File: src/rtl/uart_rx_oversample_pkg.sv
// Shared constants, state encoding and vote helper for the oversampling UART receiver.
package uart_rx_oversample_pkg;

  localparam int unsigned DEFAULT_BAUD = 16;

  typedef enum logic [2:0] {
    StIdle  = 3'd0,
    StStart = 3'd1,
    StData  = 3'd2,
    StStop  = 3'd3,
    StBreak = 3'd4
  } urx_state_e;

  function automatic logic majority3(input logic [2:0] v);
    return (v[0] & v[1]) | (v[0] & v[2]) | (v[1] & v[2]);
  endfunction

endpackage

File: src/rtl/uart_rx_oversample_if.sv
// Receive-side bundle: raw serial line in, byte strobe / framing error / busy out.
interface uart_rx_oversample_if;
  logic       rxd;
  logic       valid;
  logic [7:0] data;
  logic       frame_err;
  logic       busy;

  modport master (input rxd, output valid, data, frame_err, busy);
  modport slave  (output rxd, input valid, data, frame_err, busy);
endinterface

File: src/rtl/uart_rx_sync.sv
// Multi-flop synchroniser for an asynchronous, idle-high serial line; resets to 1.
module uart_rx_sync #(
  parameter int unsigned SYNC_STAGES = 2
) (
  input  logic clk,
  input  logic rst,
  input  logic d,
  output logic q
);

  logic [SYNC_STAGES-1:0] chain_q;

  always_ff @(posedge clk or posedge rst) begin
    if (rst) begin
      chain_q <= '1;
    end else begin
      chain_q <= {chain_q[SYNC_STAGES-2:0], d};
    end
  end

  assign q = chain_q[SYNC_STAGES-1];

endmodule

File: src/rtl/uart_rx_oversample.sv
// 8N1 UART receiver: start detect, 3-point majority vote at each bit centre, framing check.
module uart_rx_oversample
  import uart_rx_oversample_pkg::*;
#(
  parameter int unsigned CLK_PER_BIT = DEFAULT_BAUD,
  parameter int unsigned SYNC_STAGES = 2
) (
  input  logic                  clk,
  input  logic                  rst,
  uart_rx_oversample_if.master  rx
);

  localparam int unsigned CntW = $clog2(CLK_PER_BIT);
  localparam int unsigned Half = CLK_PER_BIT / 2;
  localparam logic [CntW-1:0] CntVote0   = CntW'(Half - 1);
  localparam logic [CntW-1:0] CntVote1   = CntW'(Half);
  localparam logic [CntW-1:0] CntResolve = CntW'(Half + 1);
  localparam logic [CntW-1:0] CntLast    = CntW'(CLK_PER_BIT - 1);

  logic rs;

  uart_rx_sync #(
    .SYNC_STAGES(SYNC_STAGES)
  ) u_sync (
    .clk(clk),
    .rst(rst),
    .d  (rx.rxd),
    .q  (rs)
  );

  urx_state_e      state_q, state_d;
  logic [CntW-1:0] cnt_q, cnt_d, cnt_inc;
  logic [2:0]      bit_idx_q, bit_idx_d;
  logic [1:0]      vote_q, vote_d;
  logic [7:0]      shreg_q, shreg_d;
  logic [7:0]      data_q, data_d;
  logic            valid_q, valid_d;
  logic            frame_err_q, frame_err_d;
  logic            bit_val, mid, wrap;

  always_ff @(posedge clk or posedge rst) begin
    if (rst) begin
      state_q     <= StIdle;
      cnt_q       <= '0;
      bit_idx_q   <= '0;
      vote_q      <= '0;
      shreg_q     <= '0;
      data_q      <= '0;
      valid_q     <= 1'b0;
      frame_err_q <= 1'b0;
    end else begin
      state_q     <= state_d;
      cnt_q       <= cnt_d;
      bit_idx_q   <= bit_idx_d;
      vote_q      <= vote_d;
      shreg_q     <= shreg_d;
      data_q      <= data_d;
      valid_q     <= valid_d;
      frame_err_q <= frame_err_d;
    end
  end

  always_comb begin
    state_d     = state_q;
    cnt_d       = cnt_q;
    bit_idx_d   = bit_idx_q;
    vote_d      = vote_q;
    shreg_d     = shreg_q;
    data_d      = data_q;
    valid_d     = 1'b0;
    frame_err_d = 1'b0;

    mid     = (cnt_q == CntResolve);
    wrap    = (cnt_q == CntLast);
    cnt_inc = wrap ? '0 : cnt_q + CntW'(1);
    // Third vote point is the live sample, so the bit resolves in the cnt = H+1 cycle.
    bit_val = majority3({rs, vote_q});

    if (state_q != StIdle) begin
      if (cnt_q == CntVote0) vote_d[0] = rs;
      if (cnt_q == CntVote1) vote_d[1] = rs;
    end

    unique case (state_q)
      StIdle: begin
        cnt_d = '0;
        if (!rs) state_d = StStart;
      end
      StStart: begin
        cnt_d = cnt_inc;
        if (mid && bit_val) begin
          state_d = StIdle;
          cnt_d   = '0;
        end else if (wrap) begin
          state_d   = StData;
          bit_idx_d = '0;
        end
      end
      StData: begin
        cnt_d = cnt_inc;
        if (mid) shreg_d = {bit_val, shreg_q[7:1]};
        if (wrap) begin
          if (bit_idx_q == 3'd7) state_d = StStop;
          else                   bit_idx_d = bit_idx_q + 3'd1;
        end
      end
      StStop: begin
        cnt_d = cnt_inc;
        // Leave at mid-stop so a start bit right after the stop bit is not missed.
        if (mid) begin
          cnt_d = '0;
          if (bit_val) begin
            data_d  = shreg_q;
            valid_d = 1'b1;
            state_d = StIdle;
          end else begin
            frame_err_d = 1'b1;
            state_d     = StBreak;
          end
        end
      end
      StBreak: begin
        // cnt counts consecutive high samples; H+1 of them end the break.
        if (!rs) begin
          cnt_d = '0;
        end else if (cnt_q == CntVote1) begin
          cnt_d   = '0;
          state_d = StIdle;
        end else begin
          cnt_d = cnt_q + CntW'(1);
        end
      end
      default: begin
        state_d = StIdle;
        cnt_d   = '0;
      end
    endcase
  end

  assign rx.valid     = valid_q;
  assign rx.data      = data_q;
  assign rx.frame_err = frame_err_q;
  assign rx.busy      = (state_q != StIdle);

endmodule

File: src/flat_wrapper.sv
// flat-port wrapper written by rule: the top's interface ports become plain ports
module uart_rx_oversample_flat import uart_rx_oversample_pkg::*;
#(
  parameter int unsigned CLK_PER_BIT = DEFAULT_BAUD,
  parameter int unsigned SYNC_STAGES = 2
)
  (clk, rst, rx_rxd, rx_valid, rx_data, rx_frame_err, rx_busy);
  uart_rx_oversample_if rx_i ();
  input  logic clk;
  input  logic rst;
  input wire logic [$bits(rx_i.rxd)-1:0] rx_rxd;
  output wire logic [$bits(rx_i.valid)-1:0] rx_valid;
  output wire logic [$bits(rx_i.data)-1:0] rx_data;
  output wire logic [$bits(rx_i.frame_err)-1:0] rx_frame_err;
  output wire logic [$bits(rx_i.busy)-1:0] rx_busy;
  assign rx_i.rxd = rx_rxd;
  assign rx_valid = rx_i.valid;
  assign rx_data = rx_i.data;
  assign rx_frame_err = rx_i.frame_err;
  assign rx_busy = rx_i.busy;
  uart_rx_oversample #(.CLK_PER_BIT(CLK_PER_BIT), .SYNC_STAGES(SYNC_STAGES)) u_core (.clk(clk), .rst(rst), .rx(rx_i));
endmodule
File: config.mk
export PLATFORM = sky130hd
export DESIGN_NAME = uart_rx_oversample_flat
export DESIGN_NICKNAME = d
export VERILOG_FILES = /design/src/rtl/uart_rx_oversample_pkg.sv /design/src/rtl/uart_rx_oversample_if.sv /design/src/rtl/uart_rx_sync.sv /design/src/rtl/uart_rx_oversample.sv /design/src/flat_wrapper.sv
export SDC_FILE = /design/constraint.sdc
export NUM_CORES = 1
export LEC_CHECK = 0
export ABC_AREA = 0
export CORE_MARGIN = 1.5
export CORE_UTILIZATION = 48
export CTS_CLUSTER_SIZE = 14
export DETAILED_ROUTE_END_ITERATION = 7
export PLACE_DENSITY_LB_ADDON = 0.08
export SLEW_MARGIN = 10
export SYNTH_ARGS = -nofsm -noshare
export SYNTH_HDL_FRONTEND = slang
export SYNTH_SLANG_ARGS = --single-unit
export TNS_END_PERCENT = 10
File: constraint.sdc
create_clock -name clk -period 2.8 [get_ports clk]
set_input_delay 0.56 -clock clk [delete_from_list [all_inputs] [get_ports clk]]
set_output_delay 0.56 -clock clk [all_outputs]
set_load 0.02 [all_outputs]
# Yosys cells after proc, flatten, opt, wreduce, memory -nomap -nowiden
# Index checks and enable logic that the tools add are counted.
# W data, S select, Z words.
word_totals:
  register_bits: 32
  in_bits: 3
  out_inout_bits: 11
  wordCells: 73
op_classes:
  addsub: 2
  n_eq_ne: 19
  n_mux: 27
  n_bitwise: 5
  reduce_logical: 10
op_table:
  columns: ["operator", "count"]
  rows:
  - ["$mux W3", 13]
  - ["$mux W4", 5]
  - ["$pmux W4 S4", 1]
  - ["$pmux W3 S5", 1]
  - ["$eq A4 B4 Y1 const B", 3]
  - ["$ne A2 B1 Y1 const B", 5]
  - ["$ne A2 B2 Y1 const B", 4]
  - ["$reduce_and A7 Y1", 1]
  - ["$eq A3 B2 Y1 const B", 2]
  - ["$eq A3 B3 Y1 const B", 2]
  - ["$mux W1", 6]
  - ["$pmux W3 S2", 1]
  - ["$reduce_and A2 Y1", 3]
  - ["$reduce_and A5 Y1", 1]
  - ["$add A4 B1 Y4 const B", 1]
  - ["$eq A4 B3 Y1 const B", 1]
  - ["$add A3 B1 Y3 const B", 1]
  - ["$and A1 B1 Y1", 3]
  - ["$eq A3 B1 Y1 const B", 1]
  - ["$logic_not A3 Y1", 1]
  - ["$ne A3 B1 Y1 const B", 1]
  - ["$reduce_and A3 Y1", 1]
  - ["$reduce_bool A3 Y1", 1]
  - ["$or A1 B1 Y1", 2]
  - ["2 further kinds", 2]

# Depth between registers and ports, before layout
logic_depth:
  word_depth: 6
  ltp_mapped: 6
  mapped_depth_nobuf: 6

# Cells and area by module
# From an unflattened synthesis, not the netlist that was laid out.
hier_totals:
  hier_cells: 117
  area_unflattened_um2: 1527.7
modules_own_cells:
  columns: ["module", "n_inst", "cells_each", "area_per_inst_um2"]
  rows:
  - ["uart_rx_oversample", 1, 114, 1471.4]
  - ["uart_rx_sync", 1, 3, 56.3]

# Least setup slack after synthesis
# No wires, ideal clock.
synth_path:
  path_kind: "reg2reg"
  from: "reg u_core.bit_idx_q[0]"
  to: "reg u_core.bit_idx_q[0]"
  setup_time_ns: 0.125
  arrival_ns: 1.552
  required_ns: 2.675
  setup_slack_ns: 1.123
  stages_incl_launch_ff: 7
  cell_sequence: "dfrtp_1 > ha_1 > ha_1 > nor3b_1 > a21oi_1 > or3_1 > mux2_2"
synth_via:
  elab_chain_len: 4
synth_lines:
  columns: ["item", "line_no", "source"]
  rows:
  - ["from (decl)", "uart_rx_oversample.sv:33", "logic [2:0] bit_idx_q, bit_idx_d;"]
  - ["from (signal assigned)", "uart_rx_oversample.sv:54", "bit_idx_q <= bit_idx_d;"]
  - ["$add A3 B1 Y3", "uart_rx_oversample.sv:104", "else bit_idx_d = bit_idx_q + 3'd1;"]
  - ["$mux W3", "uart_rx_oversample.sv:103", "if (bit_idx_q == 3'd7) state_d = StStop;"]
  - ["$mux W3", "uart_rx_oversample.sv:102", "if (wrap) begin"]
  - ["$pmux W3 S2", "uart_rx_oversample.sv:84", "unique case (state_q)"]
# Several ways; a longest one is shown, not always the timed one. The select of a mux whose other input is x is not followed.
# A chain may end at the register's enable or synchronous reset.

# Final worst setup path
layout_path:
  from: "reg u_core.state_q[1]"
  to: "out rx_busy"
layout_via:
  elab_chain_len: 1
layout_lines:
  columns: ["item", "line_no", "source"]
  rows:
  - ["from (decl)", "uart_rx_oversample.sv:31", "urx_state_e state_q, state_d;"]
  - ["from (signal assigned)", "uart_rx_oversample.sv:43", "state_q <= StIdle;"]
  - ["from (signal assigned)", "uart_rx_oversample.sv:52", "state_q <= state_d;"]
  - ["$reduce_bool A3 Y1", "uart_rx_oversample.sv:143", "assign rx.busy = (state_q != StIdle);"]
  - ["to (decl)", "flat_wrapper.sv:15", "output wire logic [$bits(rx_i.busy)-1:0] rx_busy;"]
# No other way between the ends.

==> impl_metrics.ini <==
[sta]
rsz0062_at_grt = no
skew_ps = 10.8
tns_ps = 0
hold_viol = 0
worst_pin_slew_ps = 401
slew_viol_final = 0
max_freq_ghz = 0.422
period_minus_slack_ps = 2370
period_share_pct = 84.7
slew_headroom_pct = 73.3
setup-violations-final = 0

[synthesis]
synth_top_area_share_pct = 51.6
synthTopCellsByArea = dfrtp_1, mux2_2, mux2_4
ys_ff_latch = 32
ys_async_sr_fraction_pct = 100
synth_top_area_cell = dfrtp_1
syn_area_sq_mm = 0.00145
avgSynthCellArea_sq_um = 13.6
synth_edf_count = 0
synth.distinct_cells = 35
ys_warn_count = 0
netlist_instances = 107
yosysMostFrequentCell = dfrtp_1
yosys_most_used_dff = dfrtp_1
synth_nets = 115
ys_top_cells_by_count = dfrtp_1, mux2_2, mux2_4, nor2_1, inv_1
ys_seq_area_share_pct = 55.2

[cts]
postCtsHoldBufs = 0
cts_resized = 0
cts.path.max_buffers = 2
path_clk_slew_ps = 100
numCtsBuffers = 5
cts-htree-levels = 2
cts.sinks = 32
cts_setup_buffers = 0
clock_latency_ps = 330
clockRootBuffer = clkbuf_4
cts_tree = built

[floorplan]
io_pins = 14
chipWidth_microns = 58.0
dieArea_sq_mm = 0.00337
die_h_microns = 58.0
start_util_pct = 51.8
rows = 19
core-area_sq_mm = 0.00281

[placement]
dp_hpwl_microns = 1580
gp_congestion = 0.881
numPlacedInstances = 149
numPortBuffers = 13

[final_layout]
antenna_cells = 0
seqCellArea_sq_um = 803
drive_gt1_share_pct = 30.2
area_growth_syn_to_layout_pct = 16.8
multiInputGateArea_sq_um = 601
final_nets = 133
fin_cells = 157
fill_cells = 237

[worst_setup_path]
cp.required_ps = 2240
worst_path_max_delay_cell = clkdlybuf4s50_1
startpoint_type = flip-flop
critPathCaptureType = output port
max_stage_delay_ps = 550
crit_path_cell_trace = nor3_1, inv_1, clkdlybuf4s50_1
crit_arrival_ps = 1810
crit_type = reg2out
path_max_fanout = 12

[detailed_routing]
firstDrtPassIters = 4
drc_errors = 0
routed_wl_microns = 2250
viasPerCell = 5.57
final_antenna_net_count = 0
drtIter0Drc = 14
vias = 874
avgRoutedWirePerCell_microns = 14.3

[grt]
grt_pass1_vias = 873
grt_pass1_wl_microns = 3910
grt_max_degree = 33
antenna_found_initial = 0
grt_remaining_overflow = 0
grt_use_total_pct = 16.1

[hold_path]
min-delay-path-class = reg2reg

[power]
p_leak_nw = 0.810
cellPowerDensity_mw_per_mm2 = 781
vdd_drop_max_mv = 0.486

[outcome]
status = complete, no violations

[run]
maxCapViolations = 0
==> metal layers <==
layer	global-route usage [%]	vias up	routed length [microns]
met4	11.6	0	71
met2	22.4	29	1010
met3	4.69	10	120
met1	21.4	416	1050
li1	-	419	-
met5	0	-	0
==> power by group <==
group | switching [mW] | internal (mW) | leakage (nW) | total (mW)
Clock | 0.152 | 0.237 | 0.0515 | 0.389
Combinational | 0.156 | 0.162 | 0.335 | 0.318
Sequential | 0.0900 | 0.528 | 0.423 | 0.618
==> cell usage in the layout (no fill, tap or decap), types with 2 or more instances in the layout <==
cell	Yosys	layout
nand3_1	3	3
ha_1	5	5
nor2_1	8	8
a21oi_1	2	2
dfstp_2	2	2
clkdlybuf4s50_1	0	13
mux2_2	11	11
nand2_1	3	3
mux2_4	8	8
inv_1	6	6
clkbuf_4	0	5
a22o_1	2	2
dfrtp_1	30	30
nor3_1	3	3
clkbuf_8	0	2
==> sequential cells by signal, summed over array words and instances (netlist names) <==
signal,count
u_core.bit_idx_q,3
u_core.state_q,3
u_core.rx.valid,1
u_core.rx.data,8
u_core.shreg_q,8
u_core.rx.frame_err,1
u_core.cnt_q,4
u_core.u_sync.chain_q,2
u_core.vote_q,2
==> path summary, 6_finish.rpt <==
kind	start	to	slack, ps	cells past startpoint
setup / recovery	u_core.state_q[1]$_DFFE_PP0P_	rx_busy	430	3
setup reg to reg	u_core.bit_idx_q[0]$_DFFE_PP0P_	u_core.bit_idx_q[0]$_DFFE_PP0P_	1000	6
max in group asynchronous	rst	u_core.u_sync.chain_q[1]$_DFF_PP1_	1870	3
hold / removal	u_core.u_sync.chain_q[0]$_DFF_PP1_	u_core.u_sync.chain_q[1]$_DFF_PP1_	360	0
min in group asynchronous	rst	u_core.rx.valid$_DFF_PP0_	610	3
hold reg to reg	u_core.u_sync.chain_q[0]$_DFF_PP1_	u_core.u_sync.chain_q[1]$_DFF_PP1_	360	0
==> area by class of cell <==
| type | instances | area share [%] |
|---|---|---|
| Clock buffer | 7 | 3.83 |
| Clock inverter | 1 | 1.77 |
| Inverter | 6 | 1.33 |
| Multi-Input combinational cell | 66 | 35.4 |
| Sequential cell | 32 | 47.3 |
| Tap cell | 31 | 2.28 |
| Timing Repair Buffer | 14 | 8.11 |
==> stage by stage <==
step	power, mW	cell area, sq um	setup WS (ps)	hold WS [ps]	utilization [%]
global placement	0.932	1600	822	348	57.1
global route	1.41	1700	326	364	60.5
CTS	1.35	1700	406	362	60.5
detailed placement	0.950	1600	803	348	57.1
finish	1.33	1700	429	360	60.5
floorplan	0.885	1450	1120	345	-
==> critical path, delay by kind of cell, from the launching register on <==
family        cells  cell delay, ps
flops             1             520
simple gates      1             340
buf+inv           2             630
==> kinds of logic after synthesis <==
group           Yosys count  share of synthesized area (%)
flops                    32                           55.2
simple gates             28                           11.4
mux                      19                           16.8
compound gates           11                           6.89
buf+inv                   9                           3.44
fa+ha+maj                 6                           5.08
xor+xnor                  2                           1.21
No activity file was read; power rests on OpenSTA's default activity.
